<file path="src/rtl/prince_fwd_iter.sv">
// Iterative forward half of PRINCE: one round (S-layer, M-layer, RC_i ^ k1) per clock.
// Nibble i of the 64-bit state is bits [4i+3:4i]; M' column c is bits [16c+15:16c].

module sbox (
   input  logic [3:0] din,
   output logic [3:0] dout
);
   // PRINCE forward S-box lookup
   always_comb begin
      case (din)
         4'h0: dout = 4'hb;
         4'h1: dout = 4'hf;
         4'h2: dout = 4'h3;
         4'h3: dout = 4'h2;
         4'h4: dout = 4'ha;
         4'h5: dout = 4'hc;
         4'h6: dout = 4'h9;
         4'h7: dout = 4'h1;
         4'h8: dout = 4'h6;
         4'h9: dout = 4'h7;
         4'ha: dout = 4'h8;
         4'hb: dout = 4'h0;
         4'hc: dout = 4'he;
         4'hd: dout = 4'h5;
         4'he: dout = 4'hd;
         4'hf: dout = 4'h4;
         default: dout = 4'h0;
      endcase
   end
endmodule

module mat (
   input  logic [63:0] din,
   output logic [63:0] dout
);
   logic [63:0] mp_s;

   // Mhat block (j,k) is M_((j+k+off) mod 4); M_m clears bit m of a nibble
   function automatic logic [15:0] mhat(input logic [15:0] x, input logic [1:0] off);
      logic [15:0] y;
      logic [1:0]  m;
      y = 16'h0000;
      for (int j = 0; j < 4; j++) begin
         for (int k = 0; k < 4; k++) begin
            m = 2'(j + k) + off;
            y[4*j +: 4] = y[4*j +: 4] ^ (x[4*k +: 4] & ~(4'b0001 << m));
         end
      end
      return y;
   endfunction

   // M' = diag(Mhat0, Mhat1, Mhat1, Mhat0), then ShiftRows (out nibble i = in nibble 5i mod 16)
   always_comb begin
      dout = 64'h0;
      mp_s = {mhat(din[63:48], 2'd0), mhat(din[47:32], 2'd1),
              mhat(din[31:16], 2'd1), mhat(din[15:0],  2'd0)};
      for (int i = 0; i < 16; i++) begin
         dout[4*i +: 4] = mp_s[4*((5*i) % 16) +: 4];
      end
   end
endmodule

module prince_fwd_iter #(
   parameter int ROUNDS = 5
) (
   input  logic        clk,
   input  logic        rst,
   input  logic        in_valid,
   output logic        in_ready,
   input  logic [63:0] in_data,
   input  logic [63:0] in_key,
   output logic        out_valid,
   input  logic        out_ready,
   output logic [63:0] out_data
);
   typedef enum logic [1:0] {IDLE = 2'd0, RUN = 2'd1, DONE = 2'd2} fsm_t;

   fsm_t        fsm_r, fsm_nx;
   logic [2:0]  cnt_r;
   logic [63:0] state_r, key_r, sub_s, mix_s;

   function automatic logic [63:0] rc(input logic [2:0] idx);
      case (idx)
         3'd1:    return 64'h13198a2e03707344;
         3'd2:    return 64'ha4093822299f31d0;
         3'd3:    return 64'h082efa98ec4e6c89;
         3'd4:    return 64'h452821e638d01377;
         3'd5:    return 64'hbe5466cf34e90c6c;
         default: return 64'h0000000000000000;
      endcase
   endfunction

   for (genvar g = 0; g < 16; g++) begin : g_sbox
      sbox u_sbox (.din(state_r[4*g +: 4]), .dout(sub_s[4*g +: 4]));
   end

   mat u_mat (.din(sub_s), .dout(mix_s));

   // FSM state register
   always_ff @(posedge clk) begin
      if (rst) begin
         fsm_r <= IDLE;
      end else begin
         fsm_r <= fsm_nx;
      end
   end

   // FSM next-state logic
   always_comb begin
      fsm_nx = fsm_r;
      case (fsm_r)
         IDLE: begin
            if (in_valid) fsm_nx = RUN;
            else          fsm_nx = IDLE;
         end
         RUN: begin
            if (cnt_r == 3'(ROUNDS)) fsm_nx = DONE;
            else                     fsm_nx = RUN;
         end
         DONE: begin
            if (out_ready) fsm_nx = IDLE;
            else           fsm_nx = DONE;
         end
         default: fsm_nx = IDLE;
      endcase
   end

   // Round datapath: whitening load on accept, one round per RUN cycle
   always_ff @(posedge clk) begin
      if (rst) begin
         state_r <= 64'h0;
         key_r   <= 64'h0;
         cnt_r   <= 3'd0;
      end else begin
         case (fsm_r)
            IDLE: begin
               if (in_valid) begin
                  state_r <= in_data ^ in_key ^ rc(3'd0);
                  key_r   <= in_key;
                  cnt_r   <= 3'd1;
               end
            end
            RUN: begin
               state_r <= mix_s ^ rc(cnt_r) ^ key_r;
               cnt_r   <= cnt_r + 3'd1;
            end
            default: begin
               state_r <= state_r;
            end
         endcase
      end
   end

   // Outputs decoded from registered state only
   always_comb begin
      in_ready  = (fsm_r == IDLE);
      out_valid = (fsm_r == DONE);
      if (fsm_r == DONE) out_data = state_r;
      else               out_data = 64'h0;
   end
endmodule

</file>
<file path="config.mk">
export PLATFORM = sky130hd
export DESIGN_NAME = prince_fwd_iter
export DESIGN_NICKNAME = d
export VERILOG_FILES = /design/src/rtl/prince_fwd_iter.sv
export SDC_FILE = /design/constraint.sdc
export NUM_CORES = 1
export LEC_CHECK = 0
export ABC_AREA = 1
export BUFFER_PORTS_ARGS = -buffer_cell sky130_fd_sc_hd__buf_2
export CAP_MARGIN = 20
export CORE_UTILIZATION = 25
export DETAILED_ROUTE_END_ITERATION = 16
export PLACE_DENSITY = 0.38
export SLEW_MARGIN = 20
export SYNTH_ARGS = -nofsm -noshare
export SYNTH_HDL_FRONTEND = slang
export SYNTH_SLANG_ARGS = --single-unit
</file>
<file path="constraint.sdc">
create_clock -name clk -period 3.21 [get_ports clk]
set_input_delay 0.1605 -clock clk [delete_from_list [all_inputs] [get_ports clk]]
set_output_delay 0.1605 -clock clk [all_outputs]
set_load 0.01 [all_outputs]
</file>
== After elaboration in Yosys (flattened, before gate mapping) ==
Memories as Yosys holds them, arrays and structs flattened. A register that Yosys moved wholly into a read port is not among the register bits.
Index checks and enable logic that the tools add are counted.
Operators by class
  bitwise operators: 51
  reductions and logical operators: 4
  mux-type cells: 44
  add/sub/neg operators: 1
  equality and inequality tests: 8
Operator list (number)
  one-hot mux 64 bit (5 select lines): 1
  two-way mux 64 bit: 4
  bitwise XOR 64 bit: 3
  two-way mux 4 bit: 32
  one-hot mux 64 bit (2 select lines): 1
  bitwise XOR 4 bit: 32
  bitwise XOR 4 x 3 -> 4 bit: 12
  bitwise XOR 3 x 4 -> 4 bit: 4
  == test 3 x 2 -> 1 bit, second input constant: 2
  == test 3 bit, second input constant: 2
  one-hot mux 2 bit (3 select lines): 1
  one-hot mux 3 bit (2 select lines): 1
  two-way mux 2 bit: 2
  AND reduction 2 bit: 2
  adder 3 x 1 -> 3 bit, second input constant: 1
  == test 3 x 1 -> 1 bit, second input constant: 1
  two-way mux 3 bit: 1
  == test 2 x 1 -> 1 bit, second input constant: 1
  == test 2 bit, second input constant: 1
  zero test 2 bit: 1
  inequality test 2 bit, second input constant: 1
  nonzero test 2 bit: 1
  two-way mux 1 bit: 1
Storage, ports and cells
  register bits after elaboration: 133
  memory bits (read-only): 1024
  output and inout port bits: 66
  input port bits: 132
  memories: 16
  word-level logic and storage cells: 128
Memory list
  (no name shown): depth 16, bits a word 4, rd ports 1, clocked after Yosys merged registers in 1, write ports 0, RTL line 10  | case (din)
  (no name shown): depth 16, bits a word 4, rd ports 1, clocked after Yosys merged registers in 1, write ports 0, RTL line 10
  (no name shown): depth 16, bits a word 4, rd ports 1, clocked after Yosys merged registers in 1, write ports 0, RTL line 10
  (no name shown): depth 16, bits a word 4, rd ports 1, clocked after Yosys merged registers in 1, write ports 0, RTL line 10
  (no name shown): depth 16, bits a word 4, rd ports 1, clocked after Yosys merged registers in 1, write ports 0, RTL line 10
  (no name shown): depth 16, bits a word 4, rd ports 1, clocked after Yosys merged registers in 1, write ports 0, RTL line 10
  10 more memories

== Logic depth before layout (Yosys ltp) ==
Gate-level depths: netlist (run 1).
  word-level depth: 9
  mapped depth: 20

== Cells and area by module ==
From an unflattened synthesis (run 1), not the netlist that was laid out.
Second synthesis, totals
  cells, all modules: 2052
  area total of the unflattened synthesis: 12487.0 µm²
Modules (own cells, without submodules)
  prince_fwd_iter: instances 1, area each 8042.7 µm², cells each 1170
  sbox: instances 16, area each 173.9 µm², cells each 30
  mat: instances 1, area each 1661.6 µm², cells each 402

== Worst setup path after synthesis (run 1) ==
OpenSTA, ideal clock, no wires.
  path kind: reg2reg
  start point: reg cnt_r[0]
  end point: reg, netlist name g_sbox[13].u_sbox.dout[1]
  arrival time: 2196 ps
  stages on the path, launching flop included: 15
  setup time: 109 ps
  path buffers: 0
  slack: 905 ps
  cell sequence: dfxtp_1 -> ha_1 -> ha_1 -> inv_2 -> nand2_1 -> xnor2_1 -> nand2_1 -> nand3_1 -> nand2_1 -> nand2_1 -> nand2_1 -> ha_1 -> or2_2 -> nand2_1 -> inv_1
On the way
  word-level cells in the longest chain between the ends: 9
RTL lines
  start, declared: RTL line 79  | logic [2:0] cnt_r;
  start signal, assigned: RTL line 145  | cnt_r <= cnt_r + 3'd1;
  == test 3 bit, or another cell as far along: RTL line 83  | case (idx)
  one-hot mux 64 bit (5 select lines) (*): RTL line 83
  two-way mux 64 bit (*): RTL line 135  | case (fsm_r)
  two-way mux 64 bit (*): RTL line 130  | if (rst) begin
  bitwise XOR 64 bit (*) (2 in a row): RTL line 144  | state_r <= mix_s ^ rc(cnt_r) ^ key_r;
  one-hot mux 64 bit (2 select lines) (*): RTL line 135
  two-way mux 4 bit (no source line) (*) (2 in a row)
Mark *: on every way between the ends. The rest lies on a longest branch, timed or not. The select of a mux whose other input is x is not followed.
A chain may end at the register's enable or synchronous reset.

== Final worst setup path (run 1) ==
  start point: reg cnt_r[0]
  end point: reg, netlist name g_sbox[13].u_sbox.dout[3]
On the way
  word-level cells in the longest chain between the ends: 9
RTL lines (RTL line)
  == test 3 bit, or another cell as far along: 83
  one-hot mux 64 bit (5 select lines) (*): 83
  two-way mux 64 bit (*): 135
  two-way mux 64 bit (*): 130
  bitwise XOR 64 bit (*) (2 in a row): 144
  one-hot mux 64 bit (2 select lines) (*): 135
  two-way mux 4 bit (no source line) (*) (2 in a row)
Marks and branches as above.

==> results.tsv, run 1 <==
metric	value	unit
fin_area	0.0170	sq mm
required	3600	ps
period_needed	2930	ps
finalMaxSlewViolations	0	
io_pins	198	
setup_viol	0	
final_common_cell	nand2_1	
p_per_area	540	mW/mm^2
leakage	9.04	nW
ctsHoldBuffers	40	
avgViaCountPerCell	4.47	
rsz0062_at_grt	no	
netlist_area	0.0141	sq mm
drc	0	
core	0.0554	sq mm
diodes	0	
critPathMaxStageDelay	360	ps
regArea	0.00394	sq mm
slew_headroom	44.3	%
path_max_fanout	10	
holdCritPathClass	in -> reg	
yosysWarnings	0	
initial_core_util	25.5	%
finClkSkew	13.0	ps
cts_buffer_depth	2	
fmax	0.341	GHz
die_area	0.0574	sq mm
synth_cells	2334	
final_nets	2725	
die_w	240	um
drt_iter0_markers	822	
routed_wl	56.9	mm
grt_pass1_vias	13900	
portBuffers	197	
hold_slack	9.22	ps
clk_pin_slew	80	ps
fin_cells	3298	
crit_type	reg -> reg	
gp_congestion	0.857	
antenna_found_initial	1	
wl_met2	26.1	mm
grt_usage	20.1	%
num_vias	14700	
dieHeight	240	um
grt_max_degree	101	
crit_arrival	3320	ps
clk_latency	510	ps
outcome	finished, final reports clean	
fill_cells	6186	
clockRootBuffer	clkbuf_16	
routed.top_layer	met4	
final_core_util	30.6	%
gr-total-overflow	0	
fin_crit_sh	91.3	%
hold_viol	0	
place_inst	3227	
path_cells	ha_1 -> ha_1 -> inv_2 -> nand2_1 -> xnor2_1 -> inv_1 -> nand2_1 -> nand3_1 -> nand2_1 -> nand2_1 -> nand2_1 -> inv_1 -> ha_1 -> inv_1 -> nand2_1 -> nand3_1 -> nand2_1	
worst_path_most_repeated_cell	nand2_1	
final_layout_size_suffix_gt1_share	12.7	%
maxCapViolCount	0	
totalNegativeSetupSlack	0	ps
final_cell_mix	nand2_1 (846), inv_1 (290), nand3_1 (238), dfxtp_1 (197), buf_2 (197)	
ant_nets	0	
grt_first_pass_wirelength	84.6	mm
synth.distinct_cells	39	
dp_hpwl	44.8	mm
cpMaxStageDelayCell	dfxtp_1	
cts-buffers-inserted	17	
multi_input_area	0.00866	sq mm
cts_sinks	197	
start_kind	flop	
wl_met3	2.28	mm
synthToLayoutAreaGrowth	20.2	%
syn_nets	2521	
m1WireLength	27.7	mm
placed_area	0.0160	sq mm
syn_area_per_cell	6.04	sq um
cts_tree	done	
drt_pass1_iterations	6	
cp-end-kind	flop	
synth-seq-area-share	28.0	%
rows	86	
wl_per_cell	17.3	um
ys_seq_elements	197	
cts_resized	0	
worstMarginPinSlew	827	ps
ir_drop	492	uV
htree_levels	4	
post_cts_buffers	0	
flip-flops by register name, indices dropped and copies added, names as in the netlist:
| signal | flops |
|---|---|
| fsm_r | 2 |
| cnt_r | 3 |
| g_sbox.u_sbox.dout | 64 |
| key_r | 64 |
| state_r | 64 |
layout make-up:
cell class | instances | share of cell area (%)
Clock buffer | 20 | 2.69
Sequential cell | 197 | 23.3
Multi-Input combinational cell | 1751 | 51.1
Inverter | 303 | 6.72
Clock inverter | 11 | 0.620
Tap cell | 748 | 5.52
Timing Repair Buffer | 268 | 10.1
synth_stat cells, drive strengths merged:
cell type    n  area [sq um]
o211ai       1          7.51
nand3      241          1220
a21boi      10          93.8
o21bai       1          7.51
o21ai       99           510
xnor2      105           920
inv        301          1130
ha          55           688
clkbuf      51           191
clkinv       2          7.51
and2         1          6.26
buf         32           176
nand3b       9          67.6
nor2       195           744
or2         10          62.6
o22ai        2          12.5
nand4        5          31.3
xor2        40           350
nand2      871          3370
dfxtp      197          3940
a21oi      106           561
critical path, delay by kind of cell, from the launching register on:
kind	cells	cell delay, ps
flip-flops	1	360
buffers and inverters	4	450
XOR/XNOR	1	230
adder cells (fa/ha/maj)	3	710
AND/OR/NAND/NOR	9	1060
path summary, 6_finish.rpt:
check	depth (start not counted)	slack, ps	end	start
worst max-delay path	17	280	g_sbox[13].u_sbox.dout[3]$_DFF_P_	cnt_r[0]$_SDFFE_PP0P_
worst min-delay path	3	9	key_r[62]$_SDFFE_PP0P_	in_key[62]
worst max register to register	17	280	g_sbox[13].u_sbox.dout[3]$_DFF_P_	cnt_r[0]$_SDFFE_PP0P_
worst min register to register	2	480	key_r[44]$_SDFFE_PP0P_	key_r[44]$_SDFFE_PP0P_
kinds of logic (layout without fill, tap and decap cells):
kind of cell             Yosys count  in the layout  share of synthesized area (%)
AO/OA/AOI/OAI                    219            219                           8.45
buffers and inverters            386            602                           10.7
AND/OR/NAND/NOR                 1332           1332                           39.0
XOR/XNOR                         145            145                           9.00
flip-flops                       197            197                           28.0
adder cells (fa/ha/maj)           55             55                           4.88
metrics by stage:
stage	power, mW	setup slack [ps]
after global placement	6.97	321
after detailed placement	6.97	293
after global routing	9.91	36.8
after CTS	9.27	272
after floorplan	5.73	905
final	9.15	280
layer usage:
metal	track usage, %	vias to the layer above
met2	33.0	311
met5	0	-
li1	-	7584
met4	5.13	0
met3	2.94	37
met1	27.4	6803
power breakdown:
part	internal, mW	total [mW]	switching [mW]
clock	1.10	2.21	1.10
combinational	1.29	3.71	2.41
sequential	2.81	3.23	0.420
No activity file was read; power rests on OpenSTA's default activity.
==> run 2, diff against run 1 <==
--- a/config.mk
+++ b/config.mk
@@ -11,6 +11,7 @@
 export CORE_UTILIZATION = 25
 export DETAILED_ROUTE_END_ITERATION = 16
 export PLACE_DENSITY = 0.38
+export RECOVER_POWER = 50
 export SLEW_MARGIN = 20
 export SYNTH_ARGS = -nofsm -noshare
 export SYNTH_HDL_FRONTEND = slang
==> results.tsv, run 2 (synthesized netlist as in run 1, its figures left out) <==
metric	value	unit
period_needed	2940	ps
cp-end-kind	flop	
clockRootBuffer	clkbuf_16	
start_kind	flop	
fmax	0.340	GHz
p_total	9.14	mW
cts_tree	done	
required	3600	ps
maxCapViolCount	0	
fill_cells	6200	
path_max_fanout	10	
io_pins	198	
final_layout_size_suffix_gt1_share	11.3	%
finClkSkew	13.8	ps
core	0.0554	sq mm
slew_headroom	23.9	%
startpoint	cnt_r[0]$_SDFFE_PP0P_	
initial_core_util	25.5	%
crit_end	g_sbox[13].u_sbox.dout[3]$_DFF_P_	
grt_pass1_vias	13900	
reg2reg_from	cnt_r[0]$_SDFFE_PP0P_	
clk_latency	510	ps
hold_depth	3	
ctsHoldBuffers	40	
crit_arrival	3330	ps
rows	86	
drt_iter0_markers	824	
reg2reg_slack	270	ps
portBuffers	197	
synthToLayoutAreaGrowth	19.6	%
final_common_cell	nand2_1	
dp_hpwl	44.8	mm
holdCritPathClass	in -> reg	
ir_drop	491	uV
cts_sinks	197	
grt_first_pass_wirelength	84.6	mm
grt_max_degree	101	
final_cell_mix	nand2_1 (850), inv_1 (294), nand3_1 (238), dfxtp_1 (197), nor2_1 (191)	
final_nets	2725	
critical_path_buf_inv_count	4	
path_cells	ha_1 -> ha_1 -> inv_2 -> nand2_1 -> xnor2_1 -> inv_1 -> nand2_1 -> nand3_1 -> nand2_1 -> nand2_1 -> nand2_1 -> inv_1 -> ha_1 -> inv_1 -> nand2_1 -> nand3_1 -> nand2_1	
cts_resized	0	
gr-total-overflow	0	
hold_viol	0	
die_w	240	um
setup_ws	272	ps
routed_wl	56.9	mm
dieHeight	240	um
crit_type	reg -> reg	
antenna_found_initial	1	
ant_nets	0	
htree_levels	4	
cts_buffer_depth	2	
avgViaCountPerCell	4.48	
wl_per_cell	17.3	um
fin_crit_sh	91.5	%
gp_congestion	0.857	
reg2reg_depth	17	
crit_cells	17	
p_per_area	541	mW/mm^2
die_area	0.0574	sq mm
finalMaxSlewViolations	0	
critPathMaxStageDelay	360	ps
fin_area	0.0169	sq mm
regArea	0.00394	sq mm
r2r_end	g_sbox[13].u_sbox.dout[3]$_DFF_P_	
num_vias	14800	
post_cts_buffers	0	
worstMarginPinSlew	1140	ps
cts-buffers-inserted	17	
placed_area	0.0160	sq mm
worst_path_most_repeated_cell	nand2_1	
diodes	0	
setup_viol	0	
grt_usage	20.1	%
drt_pass1_iterations	5	
drc	0	
rsz0062_at_grt	no	
cpLargestDelayFamily	simple AND/OR/NAND/NOR gates	
outcome	finished, final reports clean	
multi_input_area	0.00863	sq mm
clk_pin_slew	80	ps
leakage	8.92	nW
place_ws	293	ps
totalNegativeSetupSlack	0	ps
cpMaxStageDelayCell	dfxtp_1	
[run 2: changes by cell type in the layout (fill, tap and decap cells not counted), sizes merged]
cell,previous run,this run
buf,228,202
clkbuf,20,46
[run 2: metal layers]
layer  up-vias  global-route usage [%]  routed length (um)
met4         0                    5.13                 957
met2       322                    33.0               26000
met3        40                    2.94                2320
met1      6813                    27.4               27600
li1       7587                       -                   -
met5         -                       0                   0
[run 2: report_power, final]
group | total [mW] | internal [mW] | switching, mW
Sequential | 3.23 | 2.81 | 0.418
Clock | 2.21 | 1.10 | 1.10
Combinational | 3.70 | 1.29 | 2.41
Total | 9.14 | 5.20 | 3.93
[run 2: cell type report]
cell class | count | area share, %
clock buffers | 20 | 2.71
inverters | 303 | 6.76
clock inverters | 11 | 0.623
repair buffers | 268 | 9.84
well taps | 748 | 5.55
flip-flops and latches | 197 | 23.4
multi-input cells | 1751 | 51.2
[run 2: worst register-to-register path: cells and delay by family, from the launching register on]
kind | cells | cell delay [ps]
adders and majority gates | 3 | 710
xor gates and xnor gates | 1 | 230
buffers and inverters | 4 | 450
and+or+nand+nor | 9 | 1060
DFF | 1 | 360
[run 2: worst min path at each step]
stage,slack (ps),endpoint,startpoint
floorplan,330,key_r[0]$_SDFFE_PP0P_,in_key[0]
global placement,450,key_r[63]$_SDFFE_PP0P_,in_key[63]
detailed placement,450,key_r[40]$_SDFFE_PP0P_,in_key[40]
CTS,6,key_r[62]$_SDFFE_PP0P_,in_key[62]
global route,5,key_r[62]$_SDFFE_PP0P_,in_key[62]
finish,9,key_r[62]$_SDFFE_PP0P_,in_key[62]
[run 2: metrics by stage]
stage / util [%] / hold slack (ps) / cells
after detailed placement: 28.9 / 454 / 3227
final: 30.4 / 9.03 / 3298
after global placement: 28.9 / 455 / 3227
after global routing: 30.4 / 4.69 / 3298
after CTS: 30.6 / 5.50 / 3298
after floorplan: - / 327 / 2334
